## src/rtl/mem_port_arbiter_if.sv

```systemverilog
// Requester/memory bundle for mem_port_arbiter: IF fetch port, MEM data port,
// single-port memory port, and the stall/busy status lines.
interface mem_port_arbiter_if #(
    parameter int unsigned AW = 32,
    parameter int unsigned DW = 32
);
    logic          if_req;
    logic [AW-1:0] if_addr;
    logic [DW-1:0] if_rdata;
    logic          if_ready;

    logic          d_req;
    logic          d_we;
    logic [AW-1:0] d_addr;
    logic [DW-1:0] d_wdata;
    logic [DW-1:0] d_rdata;
    logic          d_ready;

    logic          mem_en;
    logic          mem_we;
    logic [AW-1:0] mem_addr;
    logic [DW-1:0] mem_wdata;
    logic [DW-1:0] mem_rdata;

    logic          stall_if;
    logic          busy;

    // Arbiter side.
    modport slave (
        input  if_req, if_addr, d_req, d_we, d_addr, d_wdata, mem_rdata,
        output if_rdata, if_ready, d_rdata, d_ready,
        output mem_en, mem_we, mem_addr, mem_wdata, stall_if, busy
    );

    // Requester/memory side.
    modport master (
        output if_req, if_addr, d_req, d_we, d_addr, d_wdata, mem_rdata,
        input  if_rdata, if_ready, d_rdata, d_ready,
        input  mem_en, mem_we, mem_addr, mem_wdata, stall_if, busy
    );
endinterface

```

## src/rtl/mem_port_arbiter.sv

```systemverilog
// Fetch/data arbiter for a single-port unified memory with fixed wait states,
// data priority and a fetch starvation guard. ARB_PERF_EN adds perf counters.
module mem_port_arbiter #(
    parameter int unsigned AW         = 32,
    parameter int unsigned DW         = 32,
    parameter int unsigned WAIT_CYC   = 2,
    parameter int unsigned STARVE_MAX = 4
) (
    input  logic                clk,
    input  logic                clrn,
    mem_port_arbiter_if.slave   bus
`ifdef ARB_PERF_EN
    ,
    output logic [31:0]         perf_if_wait,
    output logic [31:0]         perf_d_grant
`endif
);

    localparam int unsigned CW = 4;

    if (WAIT_CYC < 1 || WAIT_CYC > 15) begin : g_bad_wait
        $error("mem_port_arbiter: WAIT_CYC must be in 1..15");
    end
    if (STARVE_MAX < 1 || STARVE_MAX > 15) begin : g_bad_starve
        $error("mem_port_arbiter: STARVE_MAX must be in 1..15");
    end

    typedef enum logic [1:0] {
        S_IDLE   = 2'd0,
        S_ACCESS = 2'd1,
        S_RESP   = 2'd2
    } state_e;

    state_e        state_q,     state_d;
    logic [CW-1:0] cnt_q,       cnt_d;
    logic [CW-1:0] starve_q,    starve_d;
    logic          owner_q,     owner_d;      // 1 = data port owns the access
    logic          mem_en_q,    mem_en_d;
    logic          mem_we_q,    mem_we_d;
    logic [AW-1:0] mem_addr_q,  mem_addr_d;
    logic [DW-1:0] mem_wdata_q, mem_wdata_d;
    logic [DW-1:0] if_rdata_q,  if_rdata_d;
    logic [DW-1:0] d_rdata_q,   d_rdata_d;
    logic          if_ready_q,  if_ready_d;
    logic          d_ready_q,   d_ready_d;

    logic          grant_c;
    logic          data_grant_c;
    logic          stall_c;

    assign stall_c = bus.if_req & ~if_ready_q;

    // Next-state, arbitration and datapath capture.
    always_comb begin
        state_d      = state_q;
        cnt_d        = cnt_q;
        starve_d     = starve_q;
        owner_d      = owner_q;
        mem_en_d     = mem_en_q;
        mem_we_d     = mem_we_q;
        mem_addr_d   = mem_addr_q;
        mem_wdata_d  = mem_wdata_q;
        if_rdata_d   = if_rdata_q;
        d_rdata_d    = d_rdata_q;
        if_ready_d   = 1'b0;
        d_ready_d    = 1'b0;
        grant_c      = 1'b0;
        data_grant_c = 1'b0;

        unique case (state_q)
            S_IDLE: begin
                if (bus.if_req | bus.d_req) begin
                    grant_c      = 1'b1;
                    // Data wins unless fetch has already waited STARVE_MAX grants.
                    data_grant_c = bus.d_req &
                                   ~(bus.if_req & (starve_q == CW'(STARVE_MAX)));
                    owner_d      = data_grant_c;
                    mem_en_d     = 1'b1;
                    mem_we_d     = data_grant_c & bus.d_we;
                    mem_addr_d   = data_grant_c ? bus.d_addr : bus.if_addr;
                    mem_wdata_d  = data_grant_c ? bus.d_wdata : '0;
                    cnt_d        = CW'(WAIT_CYC - 1);
                    state_d      = S_ACCESS;
                end

                if (!bus.if_req || !data_grant_c) begin
                    starve_d = '0;
                end else if (starve_q != CW'(STARVE_MAX)) begin
                    starve_d = starve_q + CW'(1);
                end
            end

            S_ACCESS: begin
                if (cnt_q != '0) begin
                    cnt_d = cnt_q - CW'(1);
                end else begin
                    if (owner_q) begin
                        if (!mem_we_q) begin
                            d_rdata_d = bus.mem_rdata;
                        end
                        d_ready_d = 1'b1;
                    end else begin
                        if_rdata_d = bus.mem_rdata;
                        if_ready_d = 1'b1;
                    end
                    mem_en_d = 1'b0;
                    mem_we_d = 1'b0;
                    state_d  = S_RESP;
                end
            end

            S_RESP: begin
                state_d = S_IDLE;
            end

            default: begin
                state_d = S_IDLE;
            end
        endcase
    end

    always_ff @(posedge clk or negedge clrn) begin
        if (!clrn) begin
            state_q     <= S_IDLE;
            cnt_q       <= '0;
            starve_q    <= '0;
            owner_q     <= 1'b0;
            mem_en_q    <= 1'b0;
            mem_we_q    <= 1'b0;
            mem_addr_q  <= '0;
            mem_wdata_q <= '0;
            if_rdata_q  <= '0;
            d_rdata_q   <= '0;
            if_ready_q  <= 1'b0;
            d_ready_q   <= 1'b0;
        end else begin
            state_q     <= state_d;
            cnt_q       <= cnt_d;
            starve_q    <= starve_d;
            owner_q     <= owner_d;
            mem_en_q    <= mem_en_d;
            mem_we_q    <= mem_we_d;
            mem_addr_q  <= mem_addr_d;
            mem_wdata_q <= mem_wdata_d;
            if_rdata_q  <= if_rdata_d;
            d_rdata_q   <= d_rdata_d;
            if_ready_q  <= if_ready_d;
            d_ready_q   <= d_ready_d;
        end
    end

    assign bus.if_rdata  = if_rdata_q;
    assign bus.if_ready  = if_ready_q;
    assign bus.d_rdata   = d_rdata_q;
    assign bus.d_ready   = d_ready_q;
    assign bus.mem_en    = mem_en_q;
    assign bus.mem_we    = mem_we_q;
    assign bus.mem_addr  = mem_addr_q;
    assign bus.mem_wdata = mem_wdata_q;
    assign bus.stall_if  = stall_c;
    assign bus.busy      = (state_q != S_IDLE);

`ifdef ARB_PERF_EN
    logic [31:0] perf_if_wait_q, perf_if_wait_d;
    logic [31:0] perf_d_grant_q, perf_d_grant_d;

    // Saturating event counters.
    always_comb begin
        perf_if_wait_d = perf_if_wait_q;
        perf_d_grant_d = perf_d_grant_q;
        if (stall_c && (perf_if_wait_q != 32'hFFFF_FFFF)) begin
            perf_if_wait_d = perf_if_wait_q + 32'd1;
        end
        if (grant_c && data_grant_c && (perf_d_grant_q != 32'hFFFF_FFFF)) begin
            perf_d_grant_d = perf_d_grant_q + 32'd1;
        end
    end

    always_ff @(posedge clk or negedge clrn) begin
        if (!clrn) begin
            perf_if_wait_q <= '0;
            perf_d_grant_q <= '0;
        end else begin
            perf_if_wait_q <= perf_if_wait_d;
            perf_d_grant_q <= perf_d_grant_d;
        end
    end

    assign perf_if_wait = perf_if_wait_q;
    assign perf_d_grant = perf_d_grant_q;
`endif

endmodule

```

## src/flat_wrapper.sv

```systemverilog
// flat-port wrapper written by rule: the top's interface ports become plain ports
module mem_port_arbiter_flat 
#(
    parameter int unsigned AW         = 32,
    parameter int unsigned DW         = 32,
    parameter int unsigned WAIT_CYC   = 2,
    parameter int unsigned STARVE_MAX = 4
)
  (clk, clrn, bus_if_req, bus_if_addr, bus_d_req, bus_d_we, bus_d_addr, bus_d_wdata, bus_mem_rdata, bus_if_rdata, bus_if_ready, bus_d_rdata, bus_d_ready, bus_mem_en, bus_mem_we, bus_mem_addr, bus_mem_wdata, bus_stall_if, bus_busy);
  mem_port_arbiter_if #(.AW(AW), .DW(DW)) bus_i ();
  input  logic clk;
  input  logic clrn;
  input wire logic [$bits(bus_i.if_req)-1:0] bus_if_req;
  input wire logic [$bits(bus_i.if_addr)-1:0] bus_if_addr;
  input wire logic [$bits(bus_i.d_req)-1:0] bus_d_req;
  input wire logic [$bits(bus_i.d_we)-1:0] bus_d_we;
  input wire logic [$bits(bus_i.d_addr)-1:0] bus_d_addr;
  input wire logic [$bits(bus_i.d_wdata)-1:0] bus_d_wdata;
  input wire logic [$bits(bus_i.mem_rdata)-1:0] bus_mem_rdata;
  output wire logic [$bits(bus_i.if_rdata)-1:0] bus_if_rdata;
  output wire logic [$bits(bus_i.if_ready)-1:0] bus_if_ready;
  output wire logic [$bits(bus_i.d_rdata)-1:0] bus_d_rdata;
  output wire logic [$bits(bus_i.d_ready)-1:0] bus_d_ready;
  output wire logic [$bits(bus_i.mem_en)-1:0] bus_mem_en;
  output wire logic [$bits(bus_i.mem_we)-1:0] bus_mem_we;
  output wire logic [$bits(bus_i.mem_addr)-1:0] bus_mem_addr;
  output wire logic [$bits(bus_i.mem_wdata)-1:0] bus_mem_wdata;
  output wire logic [$bits(bus_i.stall_if)-1:0] bus_stall_if;
  output wire logic [$bits(bus_i.busy)-1:0] bus_busy;
  assign bus_i.if_req = bus_if_req;
  assign bus_i.if_addr = bus_if_addr;
  assign bus_i.d_req = bus_d_req;
  assign bus_i.d_we = bus_d_we;
  assign bus_i.d_addr = bus_d_addr;
  assign bus_i.d_wdata = bus_d_wdata;
  assign bus_i.mem_rdata = bus_mem_rdata;
  assign bus_if_rdata = bus_i.if_rdata;
  assign bus_if_ready = bus_i.if_ready;
  assign bus_d_rdata = bus_i.d_rdata;
  assign bus_d_ready = bus_i.d_ready;
  assign bus_mem_en = bus_i.mem_en;
  assign bus_mem_we = bus_i.mem_we;
  assign bus_mem_addr = bus_i.mem_addr;
  assign bus_mem_wdata = bus_i.mem_wdata;
  assign bus_stall_if = bus_i.stall_if;
  assign bus_busy = bus_i.busy;
  mem_port_arbiter #(.AW(AW), .DW(DW), .WAIT_CYC(WAIT_CYC), .STARVE_MAX(STARVE_MAX)) u_core (.clk(clk), .clrn(clrn), .bus(bus_i));
endmodule
```

## config.mk

```make
export PLATFORM = sky130hd
export DESIGN_NAME = mem_port_arbiter_flat
export DESIGN_NICKNAME = d
export VERILOG_FILES = /design/src/rtl/mem_port_arbiter_if.sv /design/src/rtl/mem_port_arbiter.sv /design/src/flat_wrapper.sv
export SDC_FILE = /design/constraint.sdc
export NUM_CORES = 1
export LEC_CHECK = 0
export CAP_MARGIN = 20
export CORE_MARGIN = 2
export CORE_UTILIZATION = 42
export DETAILED_ROUTE_END_ITERATION = 7
export PLACE_DENSITY = 0.8
export SYNTH_ARGS = -nofsm -noshare
export SYNTH_HDL_FRONTEND = slang
export SYNTH_SLANG_ARGS = --single-unit
```

## constraint.sdc

```tcl
create_clock -name clk -period 3.6 [get_ports clk]
set_clock_uncertainty 0.05 [all_clocks]
set_input_delay 0.72 -clock clk [delete_from_list [all_inputs] [get_ports clk]]
set_output_delay 0.72 -clock clk [all_outputs]
set_load 0.05 [all_outputs]
```

==> results.md, run 1 <==
Route:
- The total routed wirelength is 17,460 um.
- The wire length per cell is 19.09 um.
- The detailed-route vias per instance is 5.510.
- The number of search-and-repair iterations in the first detailed-routing pass is 4.
- The number of antenna-violating nets in the routed design is 0.
- After detailed routing, the number of remaining DRC violations is 0.
- Detailed routing inserted a total of 5,042 vias.
- The starting DRC count in detailed routing is 284.

GRT:
- The initial antenna violation count came to 0.
- The number of global-route vias before repair came to 5,156.
- The global router's overall resource usage is 0.2231.
- The first-pass GRT wire length is 26,360 um.
- The total congestion overflow after global routing is 0.
- Entering global routing, the biggest net connects 105 pins.

Finish:
- 0 antenna diodes ended up in the layout.
- The non-filler instance count after layout is 915.
- The total number of nets in the final design is 861.
- Compared with the post-synthesis result, the final layout area differs by 57.13%.
- The fraction of layout cells with a size suffix above 1 is 0.1551.

Die:
- The die covers 15,350 sq um.
- After floorplanning, the core was sized to cover 13,990 sq um.
- The effective utilization at floorplan is 0.4317.
- Row generation in the floorplan step produced 43 rows.
- 267 I/O pins were placed.
- Measured along the x axis, the die boundary spans 123.9 um.
- The die is 123.9 um tall.

Clocking:
- The clock-pin transition on the worst setup and hold timing paths is 0.06 ns.
- After clock tree synthesis, the repair step resized 0 gates.
- The number of clock sinks is 143.
- The buffer count from post-CTS setup fixing is 0.
- The clock latency reported for the late side of the worst-skew pair is 0.41 ns.
- The cell chosen for the clock root is clkbuf_16.
- TritonCTS built the clock tree.
- The clock passes through at most 2 buffers.
- The clock buffer count from CTS is 17.
- The cts-stage hold buffer count is 0.
- The H-tree level count is 4.

Worst setup path:
- The critical path runs through a total of 3 cells.
- The setup slack of the worst register-to-register path is 1.25 ns.
- The number of cells on the worst reg-to-reg path is 5.
- STA puts the critical path data required time at 2.83 ns.
- Data on the critical path arrives at its endpoint at 2.29 ns.
- On the critical path, the stage with the largest delay is an instance of clkdlybuf4s50_1.
- The worst setup path is launched from an input pin.
- Walking the worst path, the cells encountered are clkdlybuf4s50_1, nor2b_1, clkdlybuf4s50_1.
- By startpoint and endpoint, the worst setup path is classified as input pin to output port.
- The maximum net fanout on the critical path is 6.
- The beginning of the worst register-to-register path is u_core.state_q[1].
- The highest cell delay on the worst timing path is 0.82 ns.
- The number of buffers and inverters on the critical path is 2.
- The worst setup path is captured at an output port.
- The library cell appearing most often on the critical path is clkdlybuf4s50_1.
- The capture point of the worst reg-to-reg path is u_core.bus.mem_wdata[1].
- Tracing the worst setup path back leads to its startpoint at bus_if_req.
- The destination of the critical timing path is bus_stall_if.
- In this design, the largest share of critical-path delay is due to buffers and inverters.

Logic synthesis:
- The cell type with the highest aggregate area in the netlist is dfrtp_1.
- Of the synthesized area, sequential elements account for 0.5926.
- Dividing the synthesized area by the synthesized cell count gives 12.90 sq um.
- Synthesis produced 468 cells.
- The share of synthesized flip-flops with an asynchronous set or reset is 1.000.
- Synthesis produced a netlist with a net count of 605.
- Counting flops and latches in the post-synthesis netlist gives 143.
- Synthesis instantiated 35 different standard cells from the library.
- The summed instance area of the synthesized netlist is 6038 sq um.
- After synthesis, the cell types taking the most area are dfrtp_1 59%, mux2_4 7.5%, mux2_2 6.2%, a22o_1 4.8%, o211ai_1 4.0%.
- The Yosys step of the flow raised 0 warnings.
- The most used flip-flop cell after synthesis is dfrtp_1.
- The share of synthesized area in the top cell type comes to 0.5926.
- The count of flip-flops with a built-in enable after synthesis is 0.

Power and ir drop:
- Of the total power, registers draw 0.272.
- Of the total power, combinational logic draws 0.555.
- The cell-internal power is 0.005630 W.
- The peak supply drop is 555.2 uV.
- Dividing total power by cell area gives a power density of 1088 nW/um^2.
- The power share of the clock group is 0.173.
- Of the total power, the share spent switching nets is 0.4545.
- The power spent charging and discharging nets is 0.004690 W.
- The cell leakage power is 4.042 nW.

Placed design:
- The number of placed instances with taps included is 884.
- The count of buffers added on input and output ports is 266.
- The estimated wirelength of the detail-placed design is 11,810 um.
- At the end of routability-driven placement, the weighted congestion stood at 0.8104.

STA:
- Setup repair after global routing left no endpoint under its margin.
- The slew at the pin closest to its max-slew limit is 0.9648 ns.
- The headroom to the max-slew limit is 0.3568.
- Dividing the final minimum period by the clock period gives 0.8504.
- Setup violations remaining at the end of the flow were counted as 0.
- The setup TNS after final layout is 0 ns.
- The number of endpoints with negative hold slack in the final report is 0.
- The final number of max-transition violations came to 0.
- Based on the critical path, the design can be clocked at up to 326.6 MHz.
- The worst path needs 3.062 ns of the cycle, external delays included.

Run:
- Across the run, the number of max-cap violations was 0.

Run status:
- The flow ran to the end, and the final reports show no timing, DRC or antenna violations.

Hold path:
- The type of the worst min-delay path is input pin to asynchronous set/reset pin.
[sequential cells by signal (all words and copies together) (netlist names)]
register,count
u_core.bus.d_rdata,32
u_core.bus.if_rdata,32
u_core.bus.mem_addr,32
u_core.bus.mem_wdata,32
u_core.cnt_q,4
u_core.starve_q,4
u_core.state_q,2
u_core.bus.d_ready,1
u_core.bus.if_ready,1
u_core.bus.mem_en,1
u_core.bus.mem_we,1
u_core.owner_q,1
[worst min-delay path by stage]
stage / startpoint / cells after the start / slack, ns / to
5_1_grt: clrn / 1 / 0.45 / u_core.bus.d_rdata[0]
3_3_place_gp: u_core.bus.if_rdata[28] / 1 / 0.42 / u_core.bus.if_rdata[28]
3_5_place_dp: u_core.bus.mem_wdata[31] / 1 / 0.43 / u_core.bus.mem_wdata[31]
6_report: clrn / 1 / 0.38 / u_core.bus.if_rdata[9]
2_1_floorplan: clrn / 0 / 0.37 / u_core.bus.d_rdata[0]
4_1_cts: clrn / 1 / 0.41 / u_core.bus.if_rdata[9]
[per-layer routing]
metal | up-vias | part of all wire | global-route usage
met5 | - | 0 | 0
met4 | 0 | 0.017 | 0.08497
met3 | 24 | 0.087 | 0.05815
met2 | 258 | 0.49 | 0.3695
met1 | 2495 | 0.41 | 0.2812
li1 | 2265 | - | -
[cell type report]
class	instances	area, sq um
clock buffers	21	480.5
clock inverters	9	131.4
fillers	1043	4501
inverters	9	33.78
multi-input cells	274	2250
flip-flops and latches	143	3578
well taps	180	225.2
repair buffers	279	2789
[worst register-to-register path, delay by kind of cell, from the launching register on]
family                 cells  cell delay, ns
AND/OR/NAND/NOR            2            0.82
buffers and inverters      2            0.81
flip-flops                 1            0.45
AO/OA/AOI/OAI              1            0.17
[Yosys cell counts (all sizes together), types with 2 or more instances]
| cell type | instances |
|---|---|
| dfrtp | 143 |
| mux2 | 65 |
| nand3 | 36 |
| o21ai | 35 |
| a22o | 33 |
| nand4 | 33 |
| o211ai | 32 |
| clkbuf | 31 |
| buf | 11 |
| inv | 9 |
| nand2 | 7 |
| ha | 4 |
| and3 | 3 |
| o22ai | 3 |
| and2 | 2 |
| mux2i | 2 |
| nand3b | 2 |
| nand4b | 2 |
| nor2 | 2 |
| nor2b | 2 |
| nor3 | 2 |
[power groups by stage]
| stage | sequential (W) | combinational, W | clock (W) |
|---|---|---|---|
| finish | 0.00281 | 0.00572 | 0.00179 |
| global route | 0.00290 | 0.00598 | 0.00191 |
| CTS | 0.00281 | 0.00575 | 0.00183 |
| detailed placement | 0.00281 | 0.00572 | 0 |
| global placement | 0.00278 | 0.00562 | 0 |
| floorplan | 0.00519 | 0.00135 | 0 |
[layout by cell type (no fill, tap or decap), types with 11 or more instances in the layout]
cell type        Yosys  layout
clkdlybuf4s50_1      0     265
o21ai_0             35      35
mux2_2              33      33
o211ai_1            32      32
nand4_1             33      33
mux2_4              30      30
clkbuf_16            0      17
a22o_1              33      33
buf_4                6      11
dfrtp_1            143     143
nand3_1             36      36
[cell families after synthesis]
logic type | count (synthesis) | synth area share
compound gates | 108 | 0.1264
fa+ha+maj | 4 | 0.008289
buf+inv | 51 | 0.03647
flops | 143 | 0.5926
mux | 67 | 0.1432
simple gates | 95 | 0.09304
[per-stage QoR]
| step | hold slack (ns) | total power, W | instance area (sq um) | utilization | worst slack (ns) |
|---|---|---|---|---|---|
| final | 0.3753 | 0.01032 | 9488 | 0.6783 | 0.5384 |
| after global placement | 0.4237 | 0.008398 | 8833 | 0.6315 | 0.5337 |
| after floorplan | 0.3744 | 0.006536 | 6038 | - | 1.386 |
| after global routing | 0.4546 | 0.01079 | 9488 | 0.6783 | 0.4603 |
| after detailed placement | 0.4318 | 0.008534 | 8861 | 0.6335 | 0.5321 |
| after CTS | 0.4134 | 0.01039 | 9473 | 0.6772 | 0.5340 |
Note: power is estimated with default switching activity, not from simulation.
==> inputs of run 2 (changes only) <==
--- a/config.mk
+++ b/config.mk
@@ -5,11 +5,12 @@
 export SDC_FILE = /design/constraint.sdc
 export NUM_CORES = 1
 export LEC_CHECK = 0
-export CAP_MARGIN = 20
+export CAP_MARGIN = 5
 export CORE_MARGIN = 2
 export CORE_UTILIZATION = 42
 export DETAILED_ROUTE_END_ITERATION = 7
 export PLACE_DENSITY = 0.8
+export SKIP_CTS_REPAIR_TIMING = 1
 export SYNTH_ARGS = -nofsm -noshare
 export SYNTH_HDL_FRONTEND = slang
 export SYNTH_SLANG_ARGS = --single-unit
==> constraint.sdc (replaced) <==
create_clock -name clk -period 3.05 [get_ports clk]
set_clock_uncertainty 0.05 [all_clocks]
set_input_delay 0.61 -clock clk [delete_from_list [all_inputs] [get_ports clk]]
set_output_delay 0.61 -clock clk [all_outputs]
set_load 0.05 [all_outputs]
==> run 2 against run 1 <==
Sequential power increased by 18%. Combinational power increased by 18%. Cell area decreased by 0.42%. Utilization decreased by 0.29 points. Hold slack improved by 0.077 ns. Register-to-register slack got worse by 0.46 ns. Critical endpoint is now bus_busy.
==> results.md, run 2 (synthesis results as in run 1) <==
Run status:
- The run finished with clean final reports.

Power and ir drop:
- The peak supply drop is 712.6 uV.
- The power per unit of standard cell area is 1280 nW/um^2.
- The final total power is 0.01209 W.
- Summed over all cells, the static leakage comes to 4.015 nW.

Die:
- The number of placement rows is 43.
- From bottom edge to top edge, the die measures 123.9 um.
- The effective utilization at floorplan is 0.4317.
- The overall die width is 123.9 um.
- In this run the count of I/O pins placed on the die edge is 267.
- The area of the core region is 13,990 sq um.
- The die covers 15,350 sq um.

Worst setup path:
- The count of buffer and inverter cells on the critical path is 3.
- The maximum net fanout on the critical path is 42.
- The largest delay contributor family on the critical path is buffers and inverters.
- The cell depth of the worst setup path is 4.
- The signal on the critical path passes through nor2_4, buf_4, inv_1, buf_4.
- The slowest stage cell on the critical path is dfrtp_1.
- The worst setup path is launched from a register.
- The count of cells along the worst register-to-register path is 5.
- The required time of the worst setup path is 2.39 ns.
- The kind of critical path is register to output port.
- Data on the critical path arrives at its endpoint at 1.80 ns.
- The library cell appearing most often on the critical path is buf_4.
- The highest cell delay on the worst timing path is 0.44 ns.
- The worst setup path is captured at an output port.

STA:
- Setup repair after global routing left no endpoint under its margin.
- The headroom to the max-slew limit is 0.1790.
- Setup violations remaining at the end of the flow were counted as 0.
- Derived from the worst setup path, the maximum achievable clock frequency is 406.8 MHz.
- In the final timing run, aggregate negative setup slack is 0 ns.
- The final number of max-transition violations is 0.
- The slew at the pin closest to its max-slew limit is 1.231 ns.
- The post-layout minimum cycle time is 2.458 ns.
- The portion of the clock cycle consumed by the worst path in the final layout is 0.8061.
- The number of endpoints with negative hold slack in the final report is 0.

Clocking:
- After clock tree synthesis, the clock-pin slew on the worst setup and hold paths is 0.06 ns.
- The clock buffer count from CTS is 17.
- The TritonCTS clock tree is yes.
- The maximum clock path buffer count is 2.
- The H-tree generated during clock tree synthesis spans 4 levels.
- Counting every sink on the clock net gives 143.
- At the later pin of the worst-skew pair, clock insertion delay measures 0.41 ns.
- The cell chosen for the clock root is clkbuf_16.

GRT:
- The total congestion overflow after global routing is 0.
- The pin count of the biggest net entering global routing is 90.
- Across every metal layer, demand over resource in global routing totals 0.2281.
- The first-pass GRT wire length is 26,650 um.
- The initial antenna violation count is 0.
- The number of global-route vias before repair is 5,087.

Placed design:
- The estimated wirelength of the detail-placed design is 11,930 um.
- Port buffering added 266 buffers.
- The placer congestion estimate is 0.7931.

Route:
- The first detailed-routing pass took 5 iterations.
- Dividing the detail-routed wire length by the instance count gives 19.04 um.
- The final layout contains routed wiring with a total length of 17,460 um.
- The detailed-route vias per instance is 5.520.
- In this run the remaining antenna-violating nets after routing total 0.
- The residual DRC count is 0.
- Across all layers, the routed design uses 5,062 vias.
- The starting DRC count in detailed routing is 347.

Hold path:
- The type of the worst min-delay path is register to register.
- The worst hold path cell count is 1.

Finish:
- The leading cell type in the layout, fill and taps excluded is clkdlybuf4s50_1.
- The number of antenna diodes in the final layout is 0.
- In the layout the commonest cells are 263 x clkdlybuf4s50_1, 143 x dfrtp_1, 36 x nand3_1, 35 x o21ai_0.
- For this run, the post-layout net count is 861.
- The fraction of layout cells with a size suffix above 1 is 0.1574.
- From synthesis to final layout, the design area changed by 56.46%.

Run:
- The max capacitance violation total is 0.
## run 2: cell count changes in the layout (fill, tap and decap cells not counted), moves of 2 or more
cell / previous run / this run
buf_4: 11 / 13
clkdlybuf4s50_1: 265 / 263
clkbuf_8: 4 / 2
clkinvlp_4: 0 / 3
## run 2: worst reg2reg max path, delay by kind of cell, from the launching register on
family | cells | cell delay [ns]
AO/OA/AOI/OAI | 1 | 0.26
AND/OR/NAND/NOR | 2 | 1.10
buffers and inverters | 1 | 0.06
flip-flops | 1 | 0.41
adder cells (fa/ha/maj) | 1 | 0.21
## run 2: where the power goes
part	leakage [nW]	switching (W)	internal [W]	total [W]
registers	1.75	0.000536	0.00278	0.00332
logic	1.99	0.00424	0.00248	0.00673
clock network	0.283	0.000792	0.00125	0.00204
total	4.02	0.00557	0.00652	0.0121
## run 2: worst paths after layout
kind	from	end	slack [ns]
max reg2reg	u_core.starve_q[0]	u_core.bus.mem_addr[4]	0.79
min reg2reg	u_core.bus.if_rdata[11]	u_core.bus.if_rdata[11]	0.45
max	u_core.state_q[0]	bus_busy	0.59
min	u_core.bus.if_rdata[11]	u_core.bus.if_rdata[11]	0.45
min in group asynchronous	clrn	u_core.bus.d_rdata[9]	0.56
max in group asynchronous	clrn	u_core.bus.if_rdata[7]	1.63
## run 2: layout make-up
class	count	area (sq um)
Timing Repair Buffer	279	2771
Clock buffer	20	456.7
Multi-Input combinational cell	274	2250
Inverter	9	33.78
Tap cell	180	225.2
Sequential cell	143	3578
Clock inverter	12	132.6
Fill cell	988	4541
## run 2: per-layer routing
layer  GRT usage  wire length (um)  vias up
li1            -                 -     2267
met1      0.2857              7071     2511
met2      0.3681              8388      251
met3     0.06593              1560       33
met4      0.1011               438        0
met5           0                 0        -
## run 2: per-stage QoR
stage / area, sq um / setup slack, ns / utilization / hold slack, ns / cells
after floorplan: 6038 / 0.9455 / - / 0.2644 / 468
after detailed placement: 8848 / 0.2710 / 0.6326 / 0.4305 / 884
after global placement: 8848 / 0.3715 / 0.6326 / 0.4237 / 884
after global routing: 9448 / 0.5073 / 0.6754 / 0.4616 / 917
final: 9448 / 0.5915 / 0.6754 / 0.4519 / 917
after CTS: 9438 / 0.5734 / 0.6747 / -0.01619 / 916
==> inputs of run 3 (changes only) <==
--- a/config.mk
+++ b/config.mk
@@ -7,9 +7,9 @@
 export LEC_CHECK = 0
 export CAP_MARGIN = 5
 export CORE_MARGIN = 2
-export CORE_UTILIZATION = 42
+export CORE_UTILIZATION = 38
 export DETAILED_ROUTE_END_ITERATION = 7
-export PLACE_DENSITY = 0.8
+export PLACE_DENSITY = 0.77
 export SKIP_CTS_REPAIR_TIMING = 1
 export SYNTH_ARGS = -nofsm -noshare
 export SYNTH_HDL_FRONTEND = slang
==> constraint.sdc (replaced) <==
create_clock -name clk -period 2.05 [get_ports clk]
set_clock_uncertainty 0.05 [all_clocks]
set_input_delay 0.41 -clock clk [delete_from_list [all_inputs] [get_ports clk]]
set_output_delay 0.41 -clock clk [all_outputs]
set_load 0.05 [all_outputs]
==> run 3 against run 2 <==
The run now ends with setup timing left. Utilization fell by 4.1 points. Total power rose by 49%. Register-to-register slack got worse by 0.59 ns. Non-clock buffer count rose by 6. Critical path depth fell by 1. Combinational power rose by 49%. Via count rose by 0.53%. Flip-flop and latch count did not move.
==> results.md, run 3 (synthesis results as in run 1) <==
Run status:
- The run finished, with violations left.
- The checks that failed: setup timing.

Die:
- The y dimension of the die is 130.1 um.
- The area of the core region is 15,710 sq um.
- The overall die width is 130.1 um.
- In this run the core area contains 46 standard-cell rows.
- The I/O pin count is 267.
- The total die area is 16,910 sq um.
- The initial utilization of the core area, before any placement, comes to 0.3843.

Placed design:
- At the placement stage, the worst setup path has a slack of -0.3653 ns.
- In this run the cell area measured after placement is 9029 sq um.
- Once detailed placement completed, the half-perimeter wirelength came to 12,260 um.
- The congestion estimate from routability-driven global placement came to 0.7946.
- The count of buffers added on input and output ports is 266.

Clocking:
- The maximum clock path buffer count is 2.
- The clock buffer count from CTS is 17.
- The cell chosen for the clock root is clkbuf_16.
- The number of clock sinks is 143.
- The H-tree level count is 4.
- TritonCTS built the clock tree.
- Clock latency on the worst-skew pair, taken at its later pin, is 0.41 ns.
- The clock-pin transition on the worst setup and hold timing paths is 0.06 ns.

Worst setup path:
- On the critical path the largest part of the delay comes from buffers and inverters.
- For the worst setup path, the data arrival time is 1.61 ns.
- The largest individual stage delay along the critical path comes from the cell dfrtp_1.
- STA classifies the critical path startpoint as a register.
- The count of buffer and inverter cells on the critical path is 2.
- The worst setup path is of the register to output port kind.
- STA puts the critical path data required time at 1.59 ns.
- The highest cell delay on the worst timing path is 0.43 ns.
- The maximum net fanout on the critical path is 10.
- The signal on the critical path passes through nor2_4, clkinvlp_4, buf_12.
- The endpoint type of the worst setup path is an output port.

Route:
- The detailed router finished its first iteration with 248 violations.
- The first detailed-routing pass took 5 iterations.
- After detailed routing, the number of remaining DRC violations is 0.
- The detailed-route vias per instance is 5.312.
- The number of antenna-violating nets in the routed design is 0.
- The wire length per cell is 18.68 um.
- For this block, the routed nets add up to 17,890 um of wire.
- The count of vias placed by the detailed router is 5,089.

Hold path:
- The type of the worst min-delay path is input pin to asynchronous set/reset pin.

Power and ir drop:
- In this run the power density over the cells is 1808 nW/um^2.
- After layout, the design draws a total of 0.01801 W.
- VDD sags by at most 1007 uV.
- The cell leakage power is 5.498 nW.

STA:
- Across all setup checks in the final design, the least slack found is -0.01914 ns.
- In the finished design, the share of the clock period the worst path needs comes to 1.009.
- The final number of max-transition violations is 0.
- Adding up every negative setup slack in the final design gives -0.01914 ns.
- Setup repair after global routing could not meet its margin everywhere.
- At the pin with the least slew margin, the transition time is 0.6429 ns.
- Based on the critical path, the design can be clocked at up to 483.3 MHz.
- The headroom to the max-slew limit is 0.5704.
- On the final layout, the worst hold slack is 0.4303 ns.
- The number of endpoints with negative hold slack in the final report was 0.
- Setup violations remaining at the end of the flow were counted as 1.
- The post-layout minimum cycle time is 2.069 ns.

Run:
- Across the run, the number of max-cap violations was 0.

GRT:
- The initial antenna violation count is 0.
- After global routing the overflow that remains totals 0.
- The first-pass GRT wire length is 26,520 um.
- The number of global-route vias before repair came to 5,206.
- The pin count of the biggest net entering global routing is 55.
- The global router's overall resource usage is 0.2031.

Finish:
- The total number of nets in the final design is 868.
- The library cell used most frequently in the layout, excluding fill and tap cells, is dfrtp_1.
- In the final layout, the share of cells above drive strength 1 is 0.1712.
- After routing the design area is 9961 sq um.
- The antenna diode count is 0.
- The layout overhead on the synthesized area is 64.96%.
- The library cells used most frequently in the layout, excluding fill and tap cells, are 143 x dfrtp_1, 132 x clkdlybuf4s50_1, 127 x dlymetal6s2s_1, 36 x nand3_1, 35 x o21ai_0.
-- run 3: cell count changes in the layout (fill, tap and decap cells not counted), sizes merged --
cell	change
clkinv	-1
dlymetal6s2s	+127
inv	-3
buf	+10
clkdlybuf4s50	-131
clkbuf	+1
clkinvlp	+2
-- run 3: path summary, 6_finish.rpt --
| path | from | endpoint | cells after the start | slack, ns |
|---|---|---|---|---|
| max | u_core.state_q[0] | bus_busy | 3 | -0.02 |
| min reg2reg | u_core.bus.if_rdata[30] | u_core.bus.if_rdata[30] | 1 | 0.44 |
| max reg2reg | u_core.state_q[1] | u_core.bus.d_rdata[27] | 4 | 0.20 |
| min in group clk | u_core.bus.if_rdata[30] | u_core.bus.if_rdata[30] | 1 | 0.44 |
| min | clrn | u_core.bus.mem_addr[2] | 2 | 0.43 |
| max in group asynchronous | clrn | u_core.bus.mem_addr[22] | 3 | 0.91 |
-- run 3: layout make-up --
type,count,area [sq um]
clock buffers,21,480.5
clock inverters,9,110.1
fillers,1157,5752
inverters,9,37.54
multi-input cells,274,2255
flip-flops and latches,143,3578
well taps,216,270.3
repair buffers,285,3224
repair inverters,1,5.005
-- run 3: per-layer routing --
layer,part of all wire,vias up,global-route usage
met4,0.027,0,0.08665
met5,0,-,0
met1,0.39,2511,0.2341
met3,0.074,41,0.05904
li1,-,2280,-
met2,0.51,257,0.3536
-- run 3: report_power, final --
part / switching [W] / internal [W] / leakage [nW]
Sequential: 0.000766 / 0.00414 / 1.75
Combinational: 0.00636 / 0.00368 / 3.47
Clock: 0.00115 / 0.00190 / 0.283
Total: 0.00828 / 0.00973 / 5.50
-- run 3: through the flow --
step	instances	util
2_1_floorplan	468	-
3_3_place_gp	926	0.5746
3_5_place_dp	926	0.5746
4_1_cts	956	0.6122
5_1_grt	958	0.6339
6_report	958	0.6339
